===== src/rtl/apb_mem_pkg.sv =====
// Shared types and address helpers for the APB-to-memory bridge.
package apb_mem_pkg;

    typedef enum logic [2:0] {
        IDLE,
        WR,
        RD,
        RWAIT,
        RESP,
        ERR
    } state_e;

    localparam int MAX_PADDR_WIDTH = 64;
    localparam int CNT_WIDTH       = 3;

    // Byte-offset bits inside one data word.
    function automatic int calc_ofs(input int data_width);
        return $clog2(data_width / 8);
    endfunction

    // Set when a byte offset bit or any bit above the word-address field is non-zero.
    function automatic logic addr_err(input logic [MAX_PADDR_WIDTH-1:0] paddr,
                                      input int ofs,
                                      input int addr_width);
        logic err;
        err = 1'b0;
        for (int i = 0; i < MAX_PADDR_WIDTH; i++) begin
            if ((i < ofs || i >= ofs + addr_width) && paddr[i]) begin
                err = 1'b1;
            end
        end
        return err;
    endfunction

endpackage


===== src/rtl/apb_mem_addr_chk.sv =====
// Combinational APB address decode: word address plus misalignment/range error flag.
module apb_mem_addr_chk
    import apb_mem_pkg::*;
#(
    parameter int ADDR_WIDTH  = 16,
    parameter int DATA_WIDTH  = 16,
    parameter int PADDR_WIDTH = 32
) (
    input  logic [PADDR_WIDTH-1:0] paddr,
    output logic                   err,
    output logic [ADDR_WIDTH-1:0]  word_addr
);

    localparam int OFS = calc_ofs(DATA_WIDTH);

    logic [MAX_PADDR_WIDTH-1:0] paddr_ext;

    assign paddr_ext = MAX_PADDR_WIDTH'(paddr);
    assign err       = addr_err(paddr_ext, OFS, ADDR_WIDTH);
    assign word_addr = paddr[OFS+ADDR_WIDTH-1:OFS];

endmodule


===== src/rtl/apb_mem_bridge.sv =====
// APB3 completer driving a single-word synchronous memory port with
// registered outputs, read-latency wait states and PSLVERR on bad addresses.
module apb_mem_bridge
    import apb_mem_pkg::*;
#(
    parameter int ADDR_WIDTH     = 16,
    parameter int DATA_WIDTH     = 16,
    parameter int PADDR_WIDTH    = 32,
    parameter int MEM_RD_LATENCY = 1
) (
    input  logic                   i_clk,
    input  logic                   i_rst,
    input  logic                   i_psel,
    input  logic                   i_penable,
    input  logic                   i_pwrite,
    input  logic [PADDR_WIDTH-1:0] i_paddr,
    input  logic [DATA_WIDTH-1:0]  i_pwdata,
    output logic [DATA_WIDTH-1:0]  o_prdata,
    output logic                   o_pready,
    output logic                   o_pslverr,
    output logic                   o_mem_en,
    output logic                   o_mem_wr,
    output logic [ADDR_WIDTH-1:0]  o_mem_addr,
    output logic [DATA_WIDTH-1:0]  o_mem_wdata,
    input  logic [DATA_WIDTH-1:0]  i_mem_rdata
);

    localparam logic [CNT_WIDTH-1:0] RD_LAT = CNT_WIDTH'(MEM_RD_LATENCY);

    state_e                 state_q, state_d;
    logic [CNT_WIDTH-1:0]   cnt_q, cnt_d, cnt_dec;
    logic                   abort_q, abort_d;
    logic                   addr_err_w;
    logic [ADDR_WIDTH-1:0]  word_addr;

    logic [DATA_WIDTH-1:0]  prdata_d;
    logic                   pready_d;
    logic                   pslverr_d;
    logic                   mem_en_d;
    logic                   mem_wr_d;
    logic [ADDR_WIDTH-1:0]  mem_addr_d;
    logic [DATA_WIDTH-1:0]  mem_wdata_d;

    apb_mem_addr_chk #(
        .ADDR_WIDTH (ADDR_WIDTH),
        .DATA_WIDTH (DATA_WIDTH),
        .PADDR_WIDTH(PADDR_WIDTH)
    ) u_addr_chk (
        .paddr    (i_paddr),
        .err      (addr_err_w),
        .word_addr(word_addr)
    );

    assign cnt_dec = cnt_q - 1'b1;

    // NOTE: every signal gets a default before the case so no path leaves it unassigned (no latches).
    always_comb begin
        state_d     = state_q;
        cnt_d       = cnt_q;
        abort_d     = abort_q;
        prdata_d    = o_prdata;
        pready_d    = 1'b0;
        pslverr_d   = 1'b0;
        mem_en_d    = 1'b0;
        mem_wr_d    = 1'b0;
        mem_addr_d  = o_mem_addr;
        mem_wdata_d = o_mem_wdata;

        case (state_q)
            IDLE: begin
                abort_d = 1'b0;
                if (i_psel && !i_penable) begin
                    if (addr_err_w) begin
                        state_d   = ERR;
                        pready_d  = 1'b1;
                        pslverr_d = 1'b1;
                        if (!i_pwrite) begin
                            prdata_d = '0;
                        end
                    end else begin
                        state_d    = i_pwrite ? WR : RD;
                        mem_en_d   = 1'b1;
                        mem_wr_d   = i_pwrite;
                        mem_addr_d = word_addr;
                        if (i_pwrite) begin
                            mem_wdata_d = i_pwdata;
                        end
                    end
                end
            end
            WR: begin
                // A requester that dropped PSEL gets no PREADY; the write itself already went out.
                if (abort_q || !i_psel) begin
                    state_d = IDLE;
                end else begin
                    state_d  = RESP;
                    pready_d = 1'b1;
                end
            end
            RD: begin
                abort_d = abort_q | ~i_psel;
                cnt_d   = RD_LAT;
                state_d = RWAIT;
            end
            RWAIT: begin
                abort_d = abort_q | ~i_psel;
                cnt_d   = cnt_dec;
                if (cnt_dec == '0) begin
                    if (abort_d) begin
                        state_d = IDLE;
                    end else begin
                        state_d  = RESP;
                        pready_d = 1'b1;
                        prdata_d = i_mem_rdata;
                    end
                end
            end
            RESP:    state_d = IDLE;
            ERR:     state_d = IDLE;
            default: state_d = IDLE;
        endcase
    end

    // NOTE: sequential state uses non-blocking assignments so every register samples pre-edge values.
    always_ff @(posedge i_clk) begin
        if (i_rst) begin
            state_q     <= IDLE;
            cnt_q       <= '0;
            abort_q     <= 1'b0;
            o_prdata    <= '0;
            o_pready    <= 1'b0;
            o_pslverr   <= 1'b0;
            o_mem_en    <= 1'b0;
            o_mem_wr    <= 1'b0;
            o_mem_addr  <= '0;
            o_mem_wdata <= '0;
        end else begin
            state_q     <= state_d;
            cnt_q       <= cnt_d;
            abort_q     <= abort_d;
            o_prdata    <= prdata_d;
            o_pready    <= pready_d;
            o_pslverr   <= pslverr_d;
            o_mem_en    <= mem_en_d;
            o_mem_wr    <= mem_wr_d;
            o_mem_addr  <= mem_addr_d;
            o_mem_wdata <= mem_wdata_d;
        end
    end

endmodule

===== config.mk =====
export PLATFORM = sky130hd
export DESIGN_NAME = apb_mem_bridge
export DESIGN_NICKNAME = d
export VERILOG_FILES = /design/src/rtl/apb_mem_pkg.sv /design/src/rtl/apb_mem_addr_chk.sv /design/src/rtl/apb_mem_bridge.sv
export SDC_FILE = /design/constraint.sdc
export NUM_CORES = 1
export LEC_CHECK = 0
export ABC_AREA = 1
export CORE_ASPECT_RATIO = 0.5
export CORE_MARGIN = 8
export CORE_UTILIZATION = 30
export DETAILED_ROUTE_END_ITERATION = 8
export GPL_TIMING_DRIVEN = 0
export PLACE_DENSITY = 0.74
export SLEW_MARGIN = 40
export SYNTH_ARGS = -nofsm -noshare
export SYNTH_HDL_FRONTEND = slang
export SYNTH_SLANG_ARGS = --single-unit

===== constraint.sdc =====
create_clock -name i_clk -period 4.26 [get_ports i_clk]
set_input_delay 0.852 -clock i_clk [delete_from_list [all_inputs] [get_ports i_clk]]
set_output_delay 0.852 -clock i_clk [all_outputs]
set_load 0.01 [all_outputs]

; ---- Word-level counts from Yosys, hierarchy flattened
; Index checks and enable logic that the tools add are counted.
[totals]
regBits = 59
latchBits = 0
mem_bits_rw = 0
romBits = 0
input_bits = 69
out_inout_bits = 52
n_memories = 0
[classes]
addsub = 1
multipliers = 0
n_div = 0
n_lt_le_gt_ge = 0
eq_ne = 8
shift = 0
mux = 38
bitwise_logic = 5
reduce_logical = 17
[op_table]
columns = op, count
row1 = $mux 16, 5
row2 = $pmux 16 s2, 1
row3 = $mux 1, 22
row4 = $mux 3, 5
row5 = $pmux 3 s4, 1
row6 = $ne 2x2->1 const B, 5
row7 = $eq 3x2->1 const B, 2
row8 = $logic_not 3->1, 2
row9 = $pmux 3 s2, 1
row10 = $reduce_and 6->1, 1
row11 = $reduce_bool 2->1, 3
row12 = $not 1->1, 4
row13 = $reduce_and 4->1, 1
row14 = $reduce_or 2->1, 2
row15 = $reduce_or 4->1, 1
row16 = $eq 3x1->1 const B, 1
row17 = $pmux 1 s3, 1
row18 = $reduce_and 3->1, 1
row19 = $reduce_or 3->1, 1
row20 = $sub 3x1->3 const B, 1
row21 = $logic_not 1->1, 2
row22 = $mux 2, 1
row23 = $pmux 1 s2, 1
row24 = $reduce_and 2->1, 1
row25 = 3 further kinds, 3

; ---- Depth between registers and ports, before layout
[logic_depth]
word_depth = 19
mapped_depth = 12
mapped_depth_nobuf = 11

; ---- By module
; A second synthesis with hierarchy kept.
[hier_totals]
cells_unflattened = 354
area_unflattened_um2 = 2560.0
[by_module_without_submodules]
columns = mod, n_inst, cells_per_inst, area_per_inst_um2, seq_area_each_um2
row1 = apb_mem_bridge, 1, 323, 2383.5, 1181.1
row2 = apb_mem_addr_chk, 1, 31, 176.4, 0.0

; ---- Least setup slack after synthesis
; Ideal clock, no wire load.
[synth_timing]
path_kind = input -> register
start = input i_paddr[30]
end = register o_mem_wdata[10]
arrival_time_ns = 1.776
required_ns = 4.144
path_slack_ns = 2.368
stages = 7
cell_sequence = nor2_1 -> nand2_1 -> nor2_2 -> nand4_4 -> buf_2 -> o21ai_0 -> nor2_1
[synth_via]
elab_chain_len = 4
[synth_rtl]
columns = item, line_no
row1 = "start, declared", apb_mem_bridge.sv:16  ; input logic [PADDR_WIDTH-1:0] i_paddr,
row2 = $mux 1 (2 in series), apb_mem_pkg.sv:28  ; if ((i < ofs || i >= ofs + addr_width) && paddr[i]) begin
row3 = $not 1->1 (no line), -
row4 = $reduce_and 4->1 (no line), -
row5 = "end signal, assigned", apb_mem_bridge.sv:147  ; o_mem_wdata <= mem_wdata_d;
row6 = "end, declared", apb_mem_bridge.sv:24  ; output logic [DATA_WIDTH-1:0] o_mem_wdata,
; No other way between the ends.
; A chain may end at the register's enable or synchronous reset.

; ---- Final worst setup path
[layout_timing]
start = input i_psel
end = register o_mem_addr[2]
[layout_via]
elab_chain_len = 2
[layout_rtl]
columns = item, line_no
row1 = "start, declared", apb_mem_bridge.sv:13  ; input logic i_psel,
row2 = $logic_and 1x1->1, apb_mem_bridge.sv:72  ; if (i_psel && !i_penable) begin
row3 = $reduce_and 3->1 (no line), -
row4 = "end signal, assigned", apb_mem_bridge.sv:146  ; o_mem_addr <= mem_addr_d;
row5 = "end, declared", apb_mem_bridge.sv:23  ; output logic [ADDR_WIDTH-1:0] o_mem_addr,
; No other way between the ends.

==> summary.md <==
| Metric | Value |
|---|---|
| Outcome | `finished clean` |
| Post-CTS setup buffer count | `0` |
| Largest net degree at the start of global routing | `11` |
| Core ar. | `8030 sq um` |
| Period minus WS final | `2.22 ns` |
| Post-synthesis async set-or-reset flop share | `0` |
| Worst path arrival time | `2.43 ns` |
| DRC Markers | `0` |
| Synth top area cells | `dfxtp_1 (47%), nor2_1 (13%), nand2_1 (8.9%)` |
| Worst hold slack | `0.441 ns` |
| Site Rows | `23` |
| Top cell by count, worst path | `inv_1` |
| Via density | `4.20` |
| Syn nets | `420` |
| GPL Wtd Cong | `0.748` |
| RSZ-0062 raised after global routing | `false` |
| Post-synth top area share | `0.474` |
| Hold buffers post-CTS | `0` |
| DR pass1 iterations | `4` |
| CTS tree | `built` |
| Die ar. | `11700 sq um` |
| CP Cell Sequence | `clkdlybuf4s50_1 > inv_1 > nor2_1 > inv_1 > nor2_4 > nand3_2 > clkbuf_1 > o21ai_0 > a21oi_1` |
| Final period util | `0.522` |
| Htree depth | `3` |
| Clk buf depth | `2` |
| Critical path peak fanout | `10` |
| # Max-Cap Violations | `0` |
| Crit Path Category | `input port to flip-flop` |
| Synthesis Warnings | `0` |
| Min-Delay Path Class | `flip-flop to flip-flop` |
| Synth Flop Type | `dfxtp_1` |
| Placed Instances | `581` |
| Setup TNS | `0 ns` |
| Drt first-iter violations | `97` |
| Global-route wire length before repair | `11.5 mm` |
| VDD IR max | `0.207 mV` |
| Buffers on Ports | `120` |
| Antenna Nets Post-Route | `0` |
| Leading area contributor after synthesis | `dfxtp_1` |
| Setup crit start kind | `input port` |
| Reg clk slew, reported paths | `0.05 ns` |
| Final setup violation count | `0` |
| Die H | `80.5 um` |
| Fmax | `0.450 GHz` |
| EDFF count, synth | `0` |
| Slew Limit Fails | `0` |
| Worst-Margin Slew | `0.454 ns` |
| Clk_lat worst skew | `0.32 ns` |
| Tot Pwr | `1490 uW` |
| Area delta synth->final | `65.1%` |
| Worst path buffer plus inverter count | `4` |
| Inserted Diodes | `0` |
| WP data required | `4.47 ns` |
| Crit-path max cell delay | `0.51 ns` |
| Clock Sinks | `59` |
| Cell with the most instances after synthesis | `nor2_1` |
| Root buffer cell | `clkbuf_16` |
| NumNets Final | `551` |
| Initial antenna violation count | `0` |
| Hpwl dp | `5.69 mm` |
| CP Capture Type | `flip-flop` |
| Vias in the first global route | `2326` |
| Pwr per Cell Area | `362 nW/um^2` |
| Lkg Pwr | `0.00161 uW` |
| Syn Area/Cell | `7.14 sq um` |
| Chip width | `145 um` |
| Via Count | `2505` |
| Cells after synthesis | `349` |
| #FFs+latches synth | `59` |
| Fraction of layout cells with a size suffix above 1 | `0.0744` |
| CP delay by family, top | `buffers and inverters` |
| Fin. Hold Viols | `0` |
| Congestion Overflow GR | `0` |
| Relative slew margins | `0.697` |
| Synth Cell Area | `2490 sq um` |
| Post-CTS Resized | `0` |
| Total CTS buffers | `9` |
| CP max stage cell | `clkdlybuf4s50_1` |
| Yosys cell types | `25` |
| Routed len/inst | `12.1 um` |
| IO Pins | `121` |
| Overall Global Routing Usage | `0.124` |
| Finished Layout Cells | `596` |
| Most frequent cells after synthesis | `nor2_1 (84), dfxtp_1 (59), nand2_1 (59), inv_1 (40), o21ai_0 (32)` |
| Clock skew | `0.00562 ns` |
| Total Wirelength | `7.20 mm` |
| Initial Util | `0.310` |
| Seq/Total Area, Yosys | `0.474` |
final cells by class:
type	instances	area (sq um)
Fill cell	779	3920
Timing Repair Buffer	120	1200
Sequential cell	59	1180
Multi-Input combinational cell	234	1080
Clock buffer	13	270
Inverter	41	155
Tap cell	112	140
Buffer	15	77.6
Clock inverter	2	10.0
cell families (layout without fill, tap and decap cells):
family,count (synthesis),count (layout),share of synthesized area
compound gates,59,59,0.122
fa+ha+maj,2,2,0.0100
buf+inv,56,191,0.0934
flops,59,59,0.474
simple gates,173,173,0.300
stage by stage:
| step | worst slack [ns] | area (sq um) | util |
|---|---|---|---|
| floorplan | 2.37 | 2490 | - |
| global placement | 1.69 | 3830 | 0.477 |
| detailed placement | 1.70 | 3830 | 0.477 |
| CTS | 2.04 | 4110 | 0.512 |
| global route | 1.85 | 4110 | 0.512 |
| finish | 2.04 | 4110 | 0.512 |
state kept, by name, indices dropped and copies added, names as in the netlist, 3 cells and up:
register     flops
o_mem_addr      16
o_mem_wdata     16
o_prdata        16
cnt_q            3
state_q          3
metal layers:
layer  wire length (um)  global-route usage
met5                  0                   0
met1               3140               0.136
met2               3630               0.219
met4                 63              0.0437
met3                372              0.0476
worst paths after layout:
| path | slack, ns | to | cells past startpoint | from |
|---|---|---|---|---|
| worst max register to register | 2.60 | o_prdata[6] | 11 | cnt_q[0] |
| worst max-delay path | 2.04 | o_mem_addr[2] | 9 | i_psel |
| worst min-delay path | 0.44 | o_mem_addr[10] | 2 | o_mem_addr[10] |
| worst min register to register | 0.44 | o_mem_addr[10] | 2 | o_mem_addr[10] |
worst min-delay path, delay by kind of cell (launching register included):
kind | cells | cell delay (ns)
DFF | 1 | 0.30
AOI/OAI and AO/OA | 1 | 0.05
buffers and inverters | 1 | 0.04
power by group:
part	internal (uW)	switching, uW	leakage, uW
clock network	435	229	0.000141
registers	578	13.1	0.000478
logic	132	104	0.000992
layout by cell type, fill, tap and decap left out:
cell and n:
nand2_2 1, nor2_2 3, nand4_4 1, clkdlybuf4s50_1 120
ha_1 2, inv_1 40, a2bb2oi_1 1, a21oi_1 21
nand2_1 59, clkbuf_1 8, or2_2 1, buf_6 1
a31oi_1 2, clkinv_2 3, nor2_4 3, clkbuf_16 9
nand2_4 1, nor2_1 84, a21oi_2 1, nand3_1 15
o21ai_1 2, clkbuf_8 3, nand4_1 3, o21ai_0 32
buf_4 2, buf_2 5, nand3_2 2, dfxtp_1 59
Power figures use the tool's default switching activity.
